[src/rtl/defines_pkg.sv]
// defines_pkg: shared RV32I pipeline constants, stage payload layouts and stage-register state encoding
package defines_pkg;
  localparam int XLEN = 32;
  localparam int WD_W = 5;
  localparam int OP_W = 7;
  localparam int F3_W = 3;
  localparam int EXMEM_W = WD_W + 1 + XLEN + OP_W + F3_W + XLEN;
  localparam logic [OP_W-1:0] NON_OP = 7'b0000000;
  localparam logic [F3_W-1:0] NON_FUNCT3 = 3'b000;
  typedef struct packed {
    logic [WD_W-1:0] wd;
    logic wreg;
    logic [XLEN-1:0] wdata;
    logic [OP_W-1:0] opcode;
    logic [F3_W-1:0] funct3;
    logic [XLEN-1:0] mem_addr;
  } exmem_t;
  localparam exmem_t EXMEM_NOP = '{wd: '0, wreg: 1'b0, wdata: '0, opcode: NON_OP, funct3: NON_FUNCT3, mem_addr: '0};
  localparam logic [1:0] LVL_EMPTY = 2'd0;
  localparam logic [1:0] LVL_ONE = 2'd1;
  localparam logic [1:0] LVL_TWO = 2'd2;
  typedef enum logic [1:0] {EMPTY = LVL_EMPTY, ONE = LVL_ONE, TWO = LVL_TWO} stage_state_t;
endpackage

[src/rtl/pipe_stage_reg.sv]
// pipe_stage_reg: valid/ready pipeline register with flush and rdy freeze; PIPE_STAGE_REG_SKID_EN adds a skid entry
module pipe_stage_reg
  import defines_pkg::*;
#(
  parameter int WIDTH = EXMEM_W,
  parameter logic [WIDTH-1:0] RESET_DATA = {WIDTH{1'b0}}
) (
  input  logic             clk,
  input  logic             rst,
  input  logic             rdy,
  input  logic             flush,
  input  logic             in_valid,
  output logic             in_ready,
  input  logic [WIDTH-1:0] in_data,
  output logic             out_valid,
  input  logic             out_ready,
  output logic [WIDTH-1:0] out_data,
  output logic [1:0]       level
);
  stage_state_t st, st_nx;
  logic [WIDTH-1:0] main_q, main_nx;
  logic push, pop;
  assign out_valid = st != EMPTY;
  assign out_data = main_q;
  assign level = st;
  assign push = in_valid & in_ready & rdy;
  assign pop = out_valid & out_ready & rdy;
`ifdef PIPE_STAGE_REG_SKID_EN
  logic [WIDTH-1:0] skid_q, skid_nx;
  assign in_ready = st != TWO;
  // next state and register contents for the two-entry skid variant
  always_comb begin
    st_nx = st;
    main_nx = main_q;
    skid_nx = skid_q;
    if (flush) begin
      st_nx = EMPTY;
      main_nx = RESET_DATA;
      skid_nx = RESET_DATA;
    end else begin
      case (st)
        EMPTY: if (push) begin
          st_nx = ONE;
          main_nx = in_data;
        end
        ONE: if (push && pop) main_nx = in_data;
        else if (pop) begin
          st_nx = EMPTY;
          main_nx = RESET_DATA;
        end else if (push) begin
          st_nx = TWO;
          skid_nx = in_data;
        end
        TWO: if (pop) begin
          st_nx = ONE;
          main_nx = skid_q;
          skid_nx = RESET_DATA;
        end
        default: st_nx = EMPTY;
      endcase
    end
  end
  // state and payload registers; rdy=0 holds because push/pop are gated by rdy
  always_ff @(posedge clk or negedge rst) begin
    if (!rst) begin
      st <= EMPTY;
      main_q <= RESET_DATA;
      skid_q <= RESET_DATA;
    end else begin
      st <= st_nx;
      main_q <= main_nx;
      skid_q <= skid_nx;
    end
  end
`else
  assign in_ready = ~out_valid | out_ready;
  // next state for the single-entry variant; a push while full always coincides with a pop
  always_comb begin
    st_nx = st;
    main_nx = main_q;
    if (flush) begin
      st_nx = EMPTY;
      main_nx = RESET_DATA;
    end else if (push) begin
      st_nx = ONE;
      main_nx = in_data;
    end else if (pop) begin
      st_nx = EMPTY;
      main_nx = RESET_DATA;
    end
  end
  // state and payload registers; rdy=0 holds because push/pop are gated by rdy
  always_ff @(posedge clk or negedge rst) begin
    if (!rst) begin
      st <= EMPTY;
      main_q <= RESET_DATA;
    end else begin
      st <= st_nx;
      main_q <= main_nx;
    end
  end
`endif
endmodule

[config.mk]
export PLATFORM = sky130hd
export DESIGN_NAME = pipe_stage_reg
export DESIGN_NICKNAME = d
export VERILOG_FILES = /design/src/rtl/defines_pkg.sv /design/src/rtl/pipe_stage_reg.sv
export SDC_FILE = /design/constraint.sdc
export NUM_CORES = 1
export LEC_CHECK = 0
export ABC_AREA = 1
export CAP_MARGIN = 15
export CORE_ASPECT_RATIO = 1.1
export CORE_UTILIZATION = 36
export DETAILED_ROUTE_END_ITERATION = 8
export PLACE_DENSITY = 0.76
export SYNTH_ARGS = -nofsm -noshare
export SYNTH_HDL_FRONTEND = slang
export SYNTH_SLANG_ARGS = --single-unit
[constraint.sdc]
create_clock -name clk -period 1.3 [get_ports clk]
set_clock_uncertainty 0.1 [all_clocks]
set_input_delay 0.26 -clock clk [delete_from_list [all_inputs] [get_ports clk]]
set_output_delay 0.26 -clock clk [all_outputs]
set_load 0.02 [all_outputs]
== After elaboration in Yosys (flattened, before gate mapping) ==
Index checks and enable logic that the tools add are counted.
Word-level totals
  output and inout port bits: 84
  word-level logic and storage cells: 16
  bits in registers: 82
Cells by class
  muxes and demuxes: 6
  reductions and logical operators: 2
  bitwise operators: 6
Operators with widths (number)
  two-way mux 80 bit: 3
  two-way mux 2 bit: 3
  bitwise AND 1 bit: 4
  nonzero test 3 bit: 1
  nonzero test 2 bit: 1
  inverter 1 bit: 1
  OR 1 bit: 1

== Logic depth before layout (Yosys ltp) ==
  word-level depth: 7
  depth in mapped cells: 7
  gate-level depth less buffers: 6

== Worst setup path before layout ==
Ideal clock, no wire load.
  path kind: register to register
  start: register st[0], in the netlist level[0]
  end: register main_q[0], in the netlist out_data[0]
  data arrival time: 1.284 ns
  path slack: -0.149 ns
  cell stages (with the launch flop): 7
  required time: 1.134 ns
  path buffers: 1
  setup time: 0.066 ns
  path through: dfrtp_1 nand2_1 nand2_2 nor2_4 buf_4 nand2_1 nand2_1
On the way
  longest elaborated chain between the ends: 7
  elaborated cells between the ends (all ways): 10
  those cells by class: mux: 2; bitwise: 6; reduce/logical: 2
RTL lines
  start, declared: RTL line pipe_stage_reg.sv:20  | stage_state_t st, st_nx;
  start signal, assigned: RTL line pipe_stage_reg.sv:98  | st <= st_nx;
  nonzero test 2 bit *: RTL line pipe_stage_reg.sv:23  | assign out_valid = st != EMPTY;
  inverter 1 bit *: RTL line pipe_stage_reg.sv:76  | assign in_ready = ~out_valid | out_ready;
  OR 1 bit *: RTL line pipe_stage_reg.sv:76
  named net in_ready: RTL line pipe_stage_reg.sv:13  | output logic in_ready,
  bitwise AND 1 bit * (2 in a row): RTL line pipe_stage_reg.sv:26  | assign push = in_valid & in_ready & rdy;
  two-way mux 80 bit: RTL line pipe_stage_reg.sv:84  | end else if (push) begin
  two-way mux 80 bit: RTL line pipe_stage_reg.sv:81  | if (flush) begin
  end signal, assigned: RTL line pipe_stage_reg.sv:99  | main_q <= main_nx;
  end, declared: RTL line pipe_stage_reg.sv:21  | logic [WIDTH-1:0] main_q, main_nx;
The timed path passes the listed nets; every way through them passes the cells marked *.
A chain may end at the register's enable or synchronous reset.

== Worst setup path in the final report ==
  start: input port out_ready
  end: register main_q[21], in the netlist out_data[21]
On the way
  longest elaborated chain between the ends: 5
  elaborated cells between the ends (all ways): 8
  those cells by class: mux: 2; bitwise: 5; reduce/logical: 1
RTL lines
  start, declared: RTL line pipe_stage_reg.sv:16  | input logic out_ready,
  OR 1 bit: RTL line pipe_stage_reg.sv:76
  bitwise AND 1 bit (2 in a row): RTL line pipe_stage_reg.sv:26
  two-way mux 80 bit: RTL line pipe_stage_reg.sv:84
  two-way mux 80 bit: RTL line pipe_stage_reg.sv:81
Several ways; a longest one is shown, not always the timed one.

==> out/results.tsv <==
stage	metric	value	unit
logic_synthesis	ys_ff_latch	81	
sta	drv_slew	0	
detailed_routing	routed_wirelength	10860	µm
logic_synthesis	yosys.area.top_type	dfrtp_1	
logic_synthesis	ys_types	13	
setup_path	crit_chain	clkdlybuf4s50_1 > inv_1 > nand2_4 > nand2_4 > nor2_4 > buf_12 > clkbuf_16 > nand2_1 > nand2_1	
power_and_ir_drop	power_frac_seq	0.510	
finish	final_core_util	0.5969	
setup_path	critPathMaxStageDelay	480	ps
detailed_routing	vias	3368	
grt	grt_usage	0.1956	
power_and_ir_drop	p_leak	2.939	nW
sta	hold_viol_final	0	
die	die_h	103.3	µm
die	initial_utilization	0.3747	
clocking	cts_max_path_buffers	2	
detailed_routing	antenna_left	0	
power_and_ir_drop	p_clk_frac	0.291	
place	dp_hpwl	6175	µm
sta	layout_min_cycle_time	1389	ps
clocking	htreeDepth	3	
logic_synthesis	synth_top_cell_area_share	0.6036	
setup_path	crit_slowest_cell	clkdlybuf4s50_1	
setup_path	cp-end-kind	flop	
setup_path	worstSetupPathType	in2reg	
detailed_routing	wire_per_inst	16.35	µm
finish	mostFrequentLayoutCells	nand2_1 (161), clkdlybuf4s50_1 (83), nand4_1 (80), dfrtp_1 (80), buf_2 (79)	
finish	fin_nets	632	
sta	fin_ws	-88.61	ps
logic_synthesis	syn_inst	366	
clocking	clk_pin_slew	80	ps
sta	post-route-period-util	1.068	
logic_synthesis	synth_nets	452	
logic_synthesis	synth_area_leaders	dfrtp_1 (60%), nand2_1 (18%), nand4_1 (15%)	
sta	fin_hold_ws	347.6	ps
job	cap_violations	0	
clocking	cts-root-buf	clkbuf_8	
outcome	violations	negative setup slack	
logic_synthesis	postSynthAreaPerCell	9.175	µm²
setup_path	startpoint_type	input port	
setup_path	crit_arrival	1570	ps
sta	finalSetupTns	-5298	ps
power_and_ir_drop	switching_power	1.426	mW
logic_synthesis	netlist_area	3358	µm²
detailed_routing	drt_iter0_drc	148	
power_and_ir_drop	p_per_area	992.5	nW/µm²
die	io_pins	170	
finish	final_common_cell	nand2_1	
clocking	clock_latency	340	ps
setup_path	crit_fanout	9	
die	row_count	36	
sta	rsz0062_at_grt	true	
place	place_ws	-556.5	ps
detailed_routing	viasPerCell	5.072	
grt	grt_max_degree	82	
setup_path	worst-path-buf-inv	4	
finish	fillers	807	
grt	gr-total-overflow	0	
power_and_ir_drop	power_frac_comb	0.199	
power_and_ir_drop	swShare	0.2685	
clocking	cts_tree	yes	
outcome	status	finished, violations left	
logic_synthesis	seq_area_frac_synth	0.6036	
logic_synthesis	yosysWarnings	0	
place	io_buffers	168	
detailed_routing	drc	0	
power_and_ir_drop	ir_drop	516.0	µV
hold_path	worst_hold_path_type	in2reg	
grt	antenna_found_initial	0	
clocking	clock_sinks	81	
sta	fmax	720.1	MHz
grt	grt_pass1_wl	14640	µm
sta	setup_violations	83	
finish	area_growth	59.31	%
finish	drive_above_1_share	0.2455	
die	die_area	9719	µm²
detailed_routing	dr.pass1.iters	4	
power_and_ir_drop	intPower	3.885	mW
place	place_congestion	0.6861	
die	die_w	94.09	µm
setup_path	cp.required	1480	ps
setup_path	path_delay_family	buffers and inverters	
power_and_ir_drop	power.total	5.310	mW
grt	grt_pass1_vias	3015	
clocking	cts_buffers	9	
finish	diodes	0	
die	core	8964	µm²
final cells by class:
type                    instances  area, µm²  share of cell area
multi-input cells             248       1170              0.2187
clock buffers                  15      156.4             0.02923
inverters                       3      11.26            0.002105
well taps                     114      142.6             0.02666
flip-flops and latches         81       2028              0.3791
repair buffers                203       1842              0.3442
worst paths after layout:
path | startpoint | to | slack [ps] | cells past startpoint
setup reg to reg | level[0] | out_data[21] | -70 | 7
hold reg to reg | out_data[17] | out_data[17] | 420 | 2
max in group asynchronous | rst | level[0] | 360 | 3
min in group asynchronous | rst | out_data[19] | 410 | 3
setup / recovery | out_ready | out_data[21] | -90 | 9
hold / removal | in_data[66] | out_data[66] | 350 | 3
sequential cells by signal (all words and copies together), names as in the netlist:
register,cells
level,1
out_data,80
worst reg2reg max path, delay by kind of cell, from the launching register on:
family	cells	cell delay, ps
buffers and inverters	2	320
DFF	1	440
and+or+nand+nor	5	430
stage by stage:
step,area [µm²],instances
CTS,4981,644
detailed placement,5224,628
global route,5350,664
floorplan,3367,366
finish,5350,664
global placement,5224,628
power groups by stage:
stage / Clock, mW / Sequential [mW] / Combinational (mW)
3_5_place_dp: 0 / 2.76 / 1.07
2_1_floorplan: 0 / 2.90 / 0.249
3_3_place_gp: 0 / 2.75 / 1.05
6_report: 1.55 / 2.71 / 1.06
5_1_grt: 1.73 / 2.72 / 1.14
4_1_cts: 1.61 / 2.70 / 0.954
cell usage after synthesis:
library cell,instances
clkbuf_1,16
dfrtp_1,81
conb_1,1
o21ai_0,1
inv_2,1
nand4_1,80
buf_4,10
nor2_4,1
inv_1,2
nand3_1,2
buf_2,8
nand2_1,162
nand2_2,1
kinds of logic (layout without fill, tap and decap cells):
| group | Yosys count | in the layout | synth area share |
|---|---|---|---|
| compound gates | 1 | 1 | 0.001489 |
| buf+inv | 37 | 221 | 0.05551 |
| flops | 81 | 81 | 0.6036 |
| other cells | 1 | 1 | 0.001117 |
| simple gates | 246 | 246 | 0.3383 |
routing by layer:
metal | GRT usage | wire [µm]
met3 | 0.03728 | 620
met4 | 0.08166 | 146
met1 | 0.2445 | 4626
met5 | 0 | 0
met2 | 0.3341 | 5462
timing repair:
action / CTS / global route
hold endpoints to repair: 81 / 0
resized for setup: 334 / 16
cloned: 0 / 12
setup buffers: 0 / 8
pin swaps: 0 / 2
setup endpoints to repair: 163 / 92
hold buffers: 1 / 0
Note: power is estimated with default switching activity, not from simulation.
